--- src/rtl/man_demod_pkg.sv ---
// Shared definitions for the ISO14443A card-to-reader Manchester decoder:
// FSM state encodings, ETU timing constants and per-ETU symbol class codes.
package man_demod_pkg;

  localparam int ETU_CLKS   = 8;  // fc/16 clocks per ETU
  localparam int ETU_HALF   = 4;  // clocks per half-ETU
  localparam int ETU_THRESH = 2;  // high samples needed for a "modulated" half

  typedef enum logic [1:0] {
    IDLE    = 2'd0,
    SOF_CHK = 2'd1,
    RX      = 2'd2
  } state_t;

  // Symbol carried by one ETU, from the (first half, second half) pattern.
  typedef enum logic [1:0] {
    BIT0 = 2'd0,  // not M / M
    BIT1 = 2'd1,  // M / not M
    EOF  = 2'd2,  // not M / not M
    COLL = 2'd3   // M / M
  } etu_class_t;

  function automatic etu_class_t classify(input logic m1, input logic m2);
    etu_class_t c;
    case ({m1, m2})
      2'b10:   c = BIT1;
      2'b01:   c = BIT0;
      2'b00:   c = EOF;
      default: c = COLL;
    endcase
    return c;
  endfunction

endpackage

--- src/rtl/man_etu_sampler.sv ---
// ETU sampler: counts position within the ETU, accumulates high samples in
// each half, and on the 8th sample raises etu_done with the symbol class.
// start marks sample 0 of a new ETU (the SOF rising edge); run keeps the
// counter free-running back to back while a frame is being received.
module man_etu_sampler
  import man_demod_pkg::*;
#(
  parameter int N      = 3,
  parameter int HALF   = ETU_HALF,
  parameter int THRESH = ETU_THRESH
) (
  input  logic       clk,
  input  logic       clr,
  input  logic       start,
  input  logic       run,
  input  logic       sample,
  output logic       etu_done,
  output logic [1:0] etu_class
);

  logic [N-1:0] cnt;
  logic [N-1:0] h1;
  logic [N-1:0] h2;
  logic [N-1:0] sample_w;
  logic [N-1:0] h2_total;
  logic         last;
  logic         second_half;

  assign sample_w    = {{(N-1){1'b0}}, sample};
  assign last        = (cnt == N'(2 * HALF - 1));
  assign second_half = (cnt >= N'(HALF));
  // The 8th sample belongs to the second half but is not yet in h2.
  assign h2_total    = h2 + sample_w;
  assign etu_done    = run && last;
  assign etu_class   = classify(h1 >= N'(THRESH), h2_total >= N'(THRESH));

  // Position counter and per-half high-sample accumulators.
  always_ff @(posedge clk) begin
    if (clr) begin
      cnt <= '0;
      h1  <= '0;
      h2  <= '0;
    end else if (start) begin
      cnt <= N'(1);
      h1  <= sample_w;
      h2  <= '0;
    end else if (run) begin
      if (last) begin
        cnt <= '0;
        h1  <= '0;
        h2  <= '0;
      end else begin
        cnt <= cnt + N'(1);
        if (second_half) h2 <= h2 + sample_w;
        else             h1 <= h1 + sample_w;
      end
    end
  end

endmodule

--- src/rtl/man_demod.sv ---
// Manchester decoder, card-to-reader direction of ISO14443A at 106 kb/s.
// Detects SOF, data bits, EOF and collisions; assembles bytes LSB-first and
// checks odd parity on full 9-bit characters.
// Output handshake: out_byte_valid and out_frame_done are one-cycle strobes
// with no back-pressure; out_byte/out_nbits/out_parity_err are qualified by
// out_byte_valid and hold until the next one; out_coll is a pulse aligned
// with out_byte_valid. dbg_state mirrors the FSM state register.
module man_demod
  import man_demod_pkg::*;
#(
  parameter int N      = 3,
  parameter int HALF   = ETU_HALF,
  parameter int THRESH = ETU_THRESH
) (
  input  logic       clk,
  input  logic       in_rst,
  input  logic       in_enable,
  input  logic       in_data,
  output logic [7:0] out_byte,
  output logic [3:0] out_nbits,
  output logic       out_byte_valid,
  output logic       out_parity_err,
  output logic       out_coll,
  output logic       out_frame_done,
  output logic       out_busy,
  output logic [1:0] dbg_state
);

  state_t     state, state_nxt;
  logic [3:0] bitcnt, bitcnt_nxt;
  logic [7:0] shreg, shreg_nxt;
  logic [7:0] byte_nxt;
  logic [3:0] nbits_nxt;
  logic       perr_nxt, valid_nxt, coll_nxt, done_nxt;
  logic       prev;
  logic       clr;
  logic       sof_start;
  logic       etu_done;
  logic [1:0] etu_class;
  logic       bit_val;

  assign clr       = in_rst | ~in_enable;
  assign out_busy  = (state != IDLE);
  assign dbg_state = state;
  assign bit_val   = (etu_class == BIT1);

  man_etu_sampler #(.N(N), .HALF(HALF), .THRESH(THRESH)) u_sampler (
    .clk       (clk),
    .clr       (clr),
    .start     (sof_start),
    .run       (state != IDLE),
    .sample    (in_data),
    .etu_done  (etu_done),
    .etu_class (etu_class)
  );

  // Next-state and output decode: acts only on the ETU boundary outside IDLE.
  always_comb begin
    state_nxt  = state;
    bitcnt_nxt = bitcnt;
    shreg_nxt  = shreg;
    byte_nxt   = out_byte;
    nbits_nxt  = out_nbits;
    perr_nxt   = out_parity_err;
    valid_nxt  = 1'b0;
    coll_nxt   = 1'b0;
    done_nxt   = 1'b0;
    sof_start  = 1'b0;
    case (state)
      IDLE: begin
        if (in_data && !prev) begin
          sof_start = 1'b1;
          state_nxt = SOF_CHK;
        end
      end
      SOF_CHK: begin
        if (etu_done) begin
          if (etu_class == BIT1) begin
            state_nxt  = RX;
            bitcnt_nxt = 4'd0;
            shreg_nxt  = 8'd0;
          end else begin
            state_nxt = IDLE;
          end
        end
      end
      RX: begin
        if (etu_done) begin
          case (etu_class)
            BIT0, BIT1: begin
              if (bitcnt == 4'd8) begin
                // Parity bit closes a full character; stay for the next one.
                valid_nxt  = 1'b1;
                byte_nxt   = shreg;
                nbits_nxt  = 4'd8;
                perr_nxt   = ~(^{shreg, bit_val});
                bitcnt_nxt = 4'd0;
                shreg_nxt  = 8'd0;
              end else begin
                shreg_nxt[bitcnt[2:0]] = bit_val;
                bitcnt_nxt             = bitcnt + 4'd1;
              end
            end
            EOF: begin
              done_nxt  = 1'b1;
              state_nxt = IDLE;
              if (bitcnt != 4'd0) begin
                valid_nxt = 1'b1;
                byte_nxt  = shreg;
                nbits_nxt = bitcnt;
                perr_nxt  = 1'b0;
              end
            end
            default: begin
              valid_nxt = 1'b1;
              coll_nxt  = 1'b1;
              done_nxt  = 1'b1;
              byte_nxt  = shreg;
              nbits_nxt = bitcnt;
              perr_nxt  = 1'b0;
              state_nxt = IDLE;
            end
          endcase
        end
      end
      default: state_nxt = IDLE;
    endcase
  end

  // State, datapath and registered outputs; reset and disable both clear.
  always_ff @(posedge clk) begin
    if (clr) begin
      state          <= IDLE;
      bitcnt         <= 4'd0;
      shreg          <= 8'd0;
      prev           <= 1'b0;
      out_byte       <= 8'd0;
      out_nbits      <= 4'd0;
      out_parity_err <= 1'b0;
      out_byte_valid <= 1'b0;
      out_coll       <= 1'b0;
      out_frame_done <= 1'b0;
    end else begin
      state          <= state_nxt;
      bitcnt         <= bitcnt_nxt;
      shreg          <= shreg_nxt;
      prev           <= in_data;
      out_byte       <= byte_nxt;
      out_nbits      <= nbits_nxt;
      out_parity_err <= perr_nxt;
      out_byte_valid <= valid_nxt;
      out_coll       <= coll_nxt;
      out_frame_done <= done_nxt;
    end
  end

endmodule

--- config.mk ---
export PLATFORM = sky130hd
export DESIGN_NAME = man_demod
export DESIGN_NICKNAME = d
export VERILOG_FILES = /design/src/rtl/man_demod_pkg.sv /design/src/rtl/man_etu_sampler.sv /design/src/rtl/man_demod.sv
export SDC_FILE = /design/constraint.sdc
export NUM_CORES = 1
export LEC_CHECK = 0
export CELL_PAD_IN_SITES_DETAIL_PLACEMENT = 0
export CELL_PAD_IN_SITES_GLOBAL_PLACEMENT = 1
export CORE_MARGIN = 1.5
export CORE_UTILIZATION = 44
export CTS_BUF_LIST = sky130_fd_sc_hd__clkbuf_8
export CTS_CLUSTER_DIAMETER = 30
export DETAILED_ROUTE_END_ITERATION = 8
export GPL_ROUTABILITY_DRIVEN = 0
export PLACE_DENSITY_LB_ADDON = 0.25
export SLEW_MARGIN = 15
export SYNTH_ARGS = -nofsm -noshare
export SYNTH_HDL_FRONTEND = slang
export SYNTH_SLANG_ARGS = --single-unit
--- constraint.sdc ---
create_clock -name clk -period 3.08 [get_ports clk]
set_clock_uncertainty 0.05 [all_clocks]
set_input_delay 0.616 -clock clk [delete_from_list [all_inputs] [get_ports clk]]
set_output_delay 0.616 -clock clk [all_outputs]
set_load 0.1 [all_outputs]
# Yosys cells after proc, flatten, opt, wreduce, memory -nomap -nowiden
# Cells that the tools add are included.
# op_classes
add_sub_neg,4
magnitude_cmp,5
n_eq_ne,18
mux,47
bitwise_logic,5
reduce_logical,23
# ops
op,count
$mux 8,7
$pmux 8 s2,2
$mux 4,7
$pmux 4 s2,2
$mux 3,5
$ne 2x2->1 const B,7
$mux 1,13
$pmux 2 s3,2
$mux 2,5
$reduce_xor 9->1,1
$bwmux 8,1
$reduce_and 4->1,2
$reduce_bool 2->1,4
$add 3x1->3,2
$eq 2x1->1 const B,3
$eq 2x2->1 const B,3
$ge 3x2->1 const B,2
$logic_not 2->1,3
$reduce_and 2->1,3
$reduce_or 3->1,2
$reduce_and 5->1,1
$add 4x1->4 const B,1
$eq 4x4->1 const B,1
$lt 3x4->1 const B,1
other kinds (14),22
# totals
register_bits,40
inputBits,4
elab_cells,117

# Longest topological paths before layout
# Gate-level depths: netlist of run 1.
# depth
ltp_word,10
mapped_depth,11

# Modules after synthesis
# From an unflattened synthesis of run 1, not the netlist that was laid out.
# unflattened
cells_unflattened,238
area_unflattened_um2,2060.7
# by_module_without_submodules
mod,instances,cells_per_inst,area_per_inst_um2,seq_area_each_um2
man_demod,1,175,1503.9,620.6
man_etu_sampler,1,63,556.8,180.2

# Worst setup path after synthesis of run 1
# No wires, ideal clock.
# synth_path
path_kind,input -> register
start,input port in_data
end,register shreg[6]
arrival_ns,2.695
slack_ns,0.265
path_stages,10
n_path_buf,1
cell_sequence,ha_1 -> ha_1 -> xnor2_1 -> nor2b_1 -> ha_1 -> buf_2 -> nor3b_4 -> o21ai_2 -> or3_1 -> a21oi_1
# synth_via
elab_chain_len,10
word_cells_on_any_way,17
cone_classes,add/sub: 1; order compare: 1; eq/ne: 5; mux: 6; reduce/logical: 4
# synth_rtl
item,line,rtl
start: declaration,man_demod.sv:18,"input logic in_data,"
$add 3x1->3 *,man_etu_sampler.sv:33,assign h2_total = h2 + sample_w;
$ge 3x2->1 *,man_etu_sampler.sv:35,"assign etu_class = classify(h1 >= N'(THRESH), h2_total >= N'(THRESH));"
"$eq 2x1->1, or another cell as far along",man_demod_pkg.sv:25,"case ({m1, m2})"
$pmux 2 s3 *,man_demod_pkg.sv:25,
$eq 2x1->1,"man_demod.sv:45, man_demod.sv:78, man_demod.sv:89",
$bwmux 8,man_demod.sv:100,shreg_nxt[bitcnt[2:0]] = bit_val;
$mux 8,man_demod.sv:91,if (bitcnt == 4'd8) begin
$mux 8,man_demod.sv:89,case (etu_class)
$mux 8,man_demod.sv:88,if (etu_done) begin
$pmux 8 s2,man_demod.sv:69,case (state)
end signal: assignment,man_demod.sv:146,shreg <= shreg_nxt;
end: declaration,man_demod.sv:31,"logic [7:0] shreg, shreg_nxt;"
# Mark *: on every way between the ends. The rest lies on a longest branch, timed or not. The select of a mux whose other input is x is not followed.
# A chain may end at the register's enable or synchronous reset.

# Worst setup path after layout of run 1
# layout_path
start,input port in_data
end,register shreg[3]
# Same word-level chain as after synthesis.

==> impl_metrics.env, run 1 <==
export IMPL_outcome="finished clean"
export IMPL_cts_tree="yes"
export IMPL_start_kind="input port"
export IMPL_power_static_leakage_nw=0.945
export IMPL_row_count=24
export IMPL_reg2regPathDepth=10
export IMPL_fillers=421
export IMPL_critical_path_endpoint_type="register"
export IMPL_setup_viol=0
export IMPL_cts_sinks=40
export IMPL_die_h_um=70.7
export IMPL_crit_type="input port to register"
export IMPL_portBuffers=22
export IMPL_yosys_warnings=0
export IMPL_p_int_w=0.000709
export IMPL_postPlaceCellArea_um2=2270
export IMPL_fin_util_pct=53.9
export IMPL_detail_route_iter0_violations=99
export IMPL_max_freq_mhz=354
export IMPL_power_density_nw_per_um2=387
export IMPL_syn2layout_area_growth_pct=17.2
export IMPL_numCtsBuffers=5
export IMPL_worstMarginPinSlew_ns=0.874
export IMPL_fin_crit_sh_pct=91.7
export IMPL_synth_area_um2=2020
export IMPL_critPathBufInv=2
export IMPL_timing_slew_headroom_pct=41.7
export IMPL_p_clk_share_pct=38.3
export IMPL_rsz0062_at_grt="false"
export IMPL_track_usage_pct=19.4
export IMPL_vdd_drop_max_mv=0.157
export IMPL_final_hold_viol_count=0
export IMPL_io_pins=23
export IMPL_postCtsHoldBufs=0
export IMPL_vias=1737
export IMPL_crit_family="adder cells"
export IMPL_cp_slowest_cell="clkdlybuf4s50_1"
export IMPL_crit_arrival_ns=2.95
export IMPL_drv_slew=0
export IMPL_cap_violations=0
export IMPL_crit_path_frequent_cell="ha_1"
export IMPL_switchingPower_w=0.000206
export IMPL_yosys_cell_types_count=44
export IMPL_antenna_found_initial=0
export IMPL_yosys_register_bits=40
export IMPL_p_sw_share_pct=22.5
export IMPL_post_cts_resized=0
export IMPL_power_frac_comb_pct=4.6
export IMPL_dp_final_hpwl_mm=3.12
export IMPL_min_path_cells=2
export IMPL_wire_per_inst_um=14.4
export IMPL_initial_core_util_pct=46.0
export IMPL_die_area_um2=5000
export IMPL_clock_latency_ns=0.29
export IMPL_hold_class="register to register"
export IMPL_grt_pass1_vias=1588
export IMPL_crit_chain="clkdlybuf4s50_1 -> ha_1 -> ha_1 -> xnor2_1 -> nor2b_1 -> ha_1 -> nor3b_4 -> o221ai_1 -> nand2_1 -> buf_4 -> nor2_1"
export IMPL_n_antenna_cell=0
export IMPL_path_depth=11
export IMPL_ant_nets=0
export IMPL_grt_overflow=0
export IMPL_seqPwrFrac_pct=57.1
export IMPL_syn_nets=249
export IMPL_firstDrtPassIters=5
export IMPL_drc_errors=0
export IMPL_seq_area_frac_synth_pct=39.7
export IMPL_grt_max_degree=22
export IMPL_fin_crit_ns=2.82
export IMPL_core_um2=4380
export IMPL_avgViaCountPerCell=5.59
export IMPL_grt_pass1_wl_mm=7.72
export IMPL_layout_drive_gt1_share_pct=16.2
export IMPL_synthCells=233
export IMPL_ctsHtreeMaxLevel=2
export IMPL_avgSynthCellArea_um2=8.66
export IMPL_multi_input_area_um2=1120
export IMPL_design_area_um2=2360
export IMPL_routed_wl_mm=4.48
export IMPL_cp_max_fo=8
export IMPL_fin_nets=274
export IMPL_max_stage_delay_ns=0.43
export IMPL_cts_setup_buffers=0
export IMPL_clk_path_buf_depth=2
export IMPL_clkSlewWorstSetupHoldPaths_ns=0.07
export IMPL_required_ns=3.21
export IMPL_ff_latch_area_um2=801
export IMPL_cts_root_buffer="clkbuf_8"
export IMPL_die_x_um=70.7
[path summary, 6_finish.rpt]
path,endpoint,slack [ns],startpoint
min reg2reg,u_sampler.h2[0],0.41,u_sampler.h2[0]
max reg2reg,shreg[3],0.73,u_sampler.h2[0]
max,shreg[3],0.26,in_data
min,u_sampler.h2[0],0.41,u_sampler.h2[0]
[per-layer routing]
metal | part of all wire [%] | vias to the layer above | track usage (%) | routed length, µm
met5 | 0 | - | 0 | 0
met3 | 5.6 | 4 | 4.56 | 251
met2 | 41 | 48 | 27.2 | 1860
met1 | 52 | 801 | 29.2 | 2340
li1 | - | 884 | - | -
met4 | 0.74 | 0 | 6.29 | 33
[power by group through the flow]
stage / Sequential [W] / Combinational (W) / Clock (W)
5_1_grt: 0.000522 / 0.0000455 / 0.000382
4_1_cts: 0.000522 / 0.0000418 / 0.000363
3_3_place_gp: 0.000534 / 0.0000418 / 0
2_1_floorplan: 0.000538 / 0.0000235 / 0
6_report: 0.000522 / 0.0000418 / 0.000351
3_5_place_dp: 0.000534 / 0.0000417 / 0
[sequential cells by signal (all words and copies together), names as in the netlist]
| name | count |
|---|---|
| out_parity_err | 1 |
| dbg_state | 2 |
| u_sampler.cnt | 3 |
| out_frame_done | 1 |
| out_byte_valid | 1 |
| out_coll | 1 |
| out_byte | 8 |
| bitcnt | 4 |
| prev | 1 |
| u_sampler.h1 | 3 |
| out_nbits | 4 |
| u_sampler.h2 | 3 |
| shreg | 8 |
[cells in the mapped netlist, drive strengths merged]
| cell type | instances | area, µm² |
|---|---|---|
| xnor2 | 7 | 61.3 |
| and4 | 1 | 8.76 |
| mux2 | 1 | 11.3 |
| nand4b | 3 | 26.3 |
| and3b | 2 | 17.5 |
| o22ai | 1 | 6.26 |
| clkbuf | 10 | 37.5 |
| dfxtp | 40 | 801 |
| o21bai | 1 | 7.51 |
| mux2i | 5 | 50.1 |
| nand2 | 14 | 52.6 |
| o2111ai | 5 | 43.8 |
| o31ai | 2 | 15.0 |
| or3 | 1 | 6.26 |
| or2 | 2 | 12.5 |
| a21o | 1 | 7.51 |
| xor2 | 2 | 17.5 |
| nand3b | 4 | 30.0 |
| o21ai | 18 | 93.8 |
| a211oi | 2 | 15.0 |
| nor4b | 1 | 8.76 |
| o21a | 1 | 7.51 |
| nand2b | 4 | 25.0 |
| nor2 | 17 | 63.8 |
| nor3b | 1 | 18.8 |
| o211ai | 3 | 22.5 |
| and3 | 1 | 6.26 |
| buf | 6 | 32.5 |
| ha | 12 | 150 |
| inv | 7 | 26.3 |
| and2 | 2 | 12.5 |
| o221ai | 1 | 8.76 |
| nor3 | 3 | 15.0 |
| nand3 | 14 | 70.1 |
| xnor3 | 1 | 22.5 |
| o211a | 1 | 10.0 |
| o41ai | 1 | 8.76 |
| a21oi | 26 | 130 |
| nor2b | 4 | 25.0 |
| nand4 | 5 | 31.3 |
[stage by stage]
stage               hold slack, ns  setup TNS, ns  setup slack, ns  std cells  total power (W)
floorplan                    0.386              0            0.265        233         0.000562
global placement             0.397         -0.177          -0.0354        303         0.000576
detailed placement           0.402         -0.172          -0.0227        303         0.000576
CTS                          0.412              0            0.271        311         0.000927
global route                 0.423              0           0.0447        311         0.000950
finish                       0.409              0            0.255        311         0.000914
[final cells by class]
type	instances	share of cell area, %
Timing Repair Buffer	34	11.1
Sequential cell	40	33.9
Clock inverter	2	0.317
Inverter	7	1.11
Multi-Input combinational cell	170	47.4
Tap cell	52	2.75
Clock buffer	6	3.49
[logic make-up after synthesis]
kind of cell | synth area share [%]
simple gates | 21.3
xor+xnor | 5.02
buf+inv | 4.78
fa+ha+maj | 7.44
flops | 39.7
compound gates | 18.7
mux | 3.04
[worst reg2reg max path, cell delays in order (launching register included)]
cell      delay (ns)
dfxtp_1         0.31
ha_1            0.17
ha_1            0.21
xnor2_1         0.12
nor2b_1         0.20
ha_1            0.29
nor3b_4         0.27
o221ai_1        0.25
nand2_1         0.14
buf_4           0.16
nor2_1          0.06
[placed cells by master (no fill, tap or decap), types with 2 or more instances in the layout]
| cell | netlist | layout |
|---|---|---|
| a211oi_1 | 2 | 2 |
| a21oi_1 | 26 | 26 |
| and3b_1 | 2 | 2 |
| buf_4 | 1 | 31 |
| clkbuf_8 | 0 | 6 |
| clkdlybuf4s50_1 | 0 | 3 |
| dfxtp_1 | 40 | 40 |
| ha_1 | 12 | 12 |
| inv_1 | 7 | 9 |
| mux2i_1 | 5 | 5 |
| nand2_1 | 14 | 14 |
| nand2b_1 | 4 | 4 |
| nand3_1 | 14 | 14 |
| nand3b_1 | 4 | 4 |
| nand4_1 | 5 | 5 |
| nand4b_1 | 3 | 3 |
| nor2_1 | 17 | 17 |
| nor2b_1 | 4 | 4 |
| nor3_1 | 3 | 3 |
| o2111ai_1 | 5 | 5 |
| o211ai_1 | 3 | 3 |
| o21ai_0 | 15 | 15 |
| o21ai_1 | 2 | 2 |
| o31ai_1 | 2 | 2 |
| or2_2 | 2 | 2 |
| xnor2_1 | 7 | 7 |
| xor2_1 | 2 | 2 |
No activity file was read; power rests on OpenSTA's default activity.
==> run 2: changes to the inputs <==
- clock period: 3.08 -> 2.84 ns (I/O delays scaled with it)
==> run 2 against run 1 <==
Compared with the run above:
- setup slack lost 0.18 ns
- flip-flop and latch count is the same
- combinational power grew 15%
- highest routed layer unchanged
==> impl_metrics.env, run 2 (same netlist as run 1, synthesis figures left out) <==
export IMPL_outcome="finished clean"
export IMPL_fin_crit_ns=2.76
export IMPL_hold_class="register to register"
export IMPL_fin_setup_tns_ns=0
export IMPL_cts_root_buffer="clkbuf_8"
export IMPL_crit_family="buffers and inverters"
export IMPL_total_power_w=0.00113
export IMPL_start_kind="input port"
export IMPL_avgViaCountPerCell=5.66
export IMPL_n_antenna_cell=0
export IMPL_cap_violations=0
export IMPL_clkSlewWorstSetupHoldPaths_ns=0.07
export IMPL_initial_core_util_pct=46.0
export IMPL_portBuffers=22
export IMPL_routed_wl_mm=4.93
export IMPL_crit_arrival_ns=2.89
export IMPL_dp_final_hpwl_mm=3.33
export IMPL_grt_pass1_wl_mm=8.26
export IMPL_max_freq_mhz=362
export IMPL_die_h_um=70.7
export IMPL_worstMarginPinSlew_ns=0.615
export IMPL_power_density_nw_per_um2=449
export IMPL_die_area_um2=5000
export IMPL_vias=1817
export IMPL_crit_chain="clkdlybuf4s50_1 -> ha_1 -> ha_1 -> xnor2_1 -> nor2b_4 -> ha_4 -> nor3b_4 -> buf_4 -> o221ai_2 -> nand2_1 -> buf_4 -> a21oi_1"
export IMPL_required_ns=2.97
export IMPL_critical_path_endpoint_type="register"
export IMPL_ctsHtreeMaxLevel=2
export IMPL_clk_path_buf_depth=2
export IMPL_critPathBufInv=3
export IMPL_setup_viol=0
export IMPL_detail_route_iter0_violations=105
export IMPL_drv_slew=0
export IMPL_timing_slew_headroom_pct=58.7
export IMPL_reg_top3="out_byte x8, shreg x8"
export IMPL_grt_max_degree=20
export IMPL_layout_drive_gt1_share_pct=21.6
export IMPL_die_x_um=70.7
export IMPL_rrSetupSlack_ns=0.49
export IMPL_antenna_found_initial=0
export IMPL_layout_common_cells="dfxtp_1 (40), buf_4 (40), a21oi_1 (25)"
export IMPL_power_static_leakage_nw=1.02
export IMPL_wire_per_inst_um=15.4
export IMPL_max_stage_delay_ns=0.42
export IMPL_cts_tree="yes"
export IMPL_row_count=24
export IMPL_syn2layout_area_growth_pct=24.1
export IMPL_fin_crit_sh_pct=97.2
export IMPL_grt_overflow=0
export IMPL_cp_slowest_cell="clkdlybuf4s50_1"
export IMPL_cts_sinks=40
export IMPL_vdd_drop_max_mv=0.193
export IMPL_cp_max_fo=8
export IMPL_grt_pass1_vias=1732
export IMPL_ff_latch_area_um2=801
export IMPL_drc_errors=0
export IMPL_fin_nets=284
export IMPL_clock_latency_ns=0.29
export IMPL_final_hold_viol_count=0
export IMPL_numCtsBuffers=5
export IMPL_ant_nets=0
export IMPL_track_usage_pct=20.5
export IMPL_io_pins=23
export IMPL_multi_input_area_um2=1150
export IMPL_firstDrtPassIters=4
export IMPL_fillers=393
export IMPL_crit_type="input port to register"
export IMPL_core_um2=4380
==> run 2: cell count changes in the layout (fill, tap and decap cells not counted), sizes merged <==
cell / change
inv: -2
buf: +10
bufinv: +1
clkbuf: +1
==> run 2: metrics by stage <==
step | setup slack (ns) | cell area [µm²] | util [%] | hold WS, ns | instances
5_1_grt | -0.0212 | 2500 | 57.1 | 0.454 | 321
3_5_place_dp | -0.222 | 2330 | 53.3 | 0.404 | 311
4_1_cts | 0.0863 | 2460 | 56.1 | 0.414 | 319
3_3_place_gp | -0.206 | 2330 | 53.3 | 0.395 | 311
6_report | 0.0799 | 2500 | 57.1 | 0.412 | 321
2_1_floorplan | 0.0727 | 2020 | - | 0.386 | 233
==> run 2: path summary, 6_finish.rpt <==
path | startpoint | endpoint | cells past startpoint
worst max-delay path | in_data | shreg[5] | 12
worst min-delay path | u_sampler.h2[0] | u_sampler.h2[0] | 2
worst max register to register | u_sampler.h2[0] | shreg[5] | 11
worst min register to register | u_sampler.h2[0] | u_sampler.h2[0] | 2
==> run 2: timing repair <==
item	in CTS	in global routing
hold buffers	0	0
setup endpoints to repair	0	15
endpoints found under the hold margin	0	0
buffers inserted	0	1
gates resized for setup	0	6
==> run 2: worst register-to-register path, stage by stage, from the launching register on <==
cell and delay [ns]:
dfxtp_1 0.32, ha_1 0.18, ha_1 0.23, xnor2_1 0.15, nor2b_4 0.20, ha_4 0.23, nor3b_4 0.27, buf_4 0.17
o221ai_2 0.13, nand2_1 0.11, buf_4 0.16, a21oi_1 0.05
==> run 2: area by class of cell <==
class	instances	share of cell area [%]
Tap cell	52	2.60
Inverter	7	1.05
Multi-Input combinational cell	170	45.9
Clock buffer	7	3.85
Clock inverter	1	1.20
Sequential cell	40	32.0
Timing Repair Buffer	44	13.4
==> run 2: power breakdown <==
| part | total [W] | internal [W] | leakage (nW) | switching, W |
|---|---|---|---|---|
| Sequential | 0.000566 | 0.000563 | 0.323 | 0.00000314 |
| Combinational | 0.0000481 | 0.0000160 | 0.629 | 0.0000322 |
| Clock | 0.000511 | 0.000310 | 0.0645 | 0.000201 |
==> run 2: per-layer routing <==
metal / GRT usage (%) / share of wire [%] / wire length (µm) / up-vias
met4: 5.87 / 0.93 / 46 / 0
li1: - / - / - / 903
met5: 0 / 0 / 0 / -
met1: 29.9 / 51 / 2530 / 863
met3: 4.56 / 4.0 / 195 / 5
met2: 30.4 / 44 / 2160 / 46
==> run 3: changes to the inputs <==
- GPL_ROUTABILITY_DRIVEN: 0 -> default
==> results of run 3 <==
The final DEF is identical to that of run 2; final timing and power are the same.
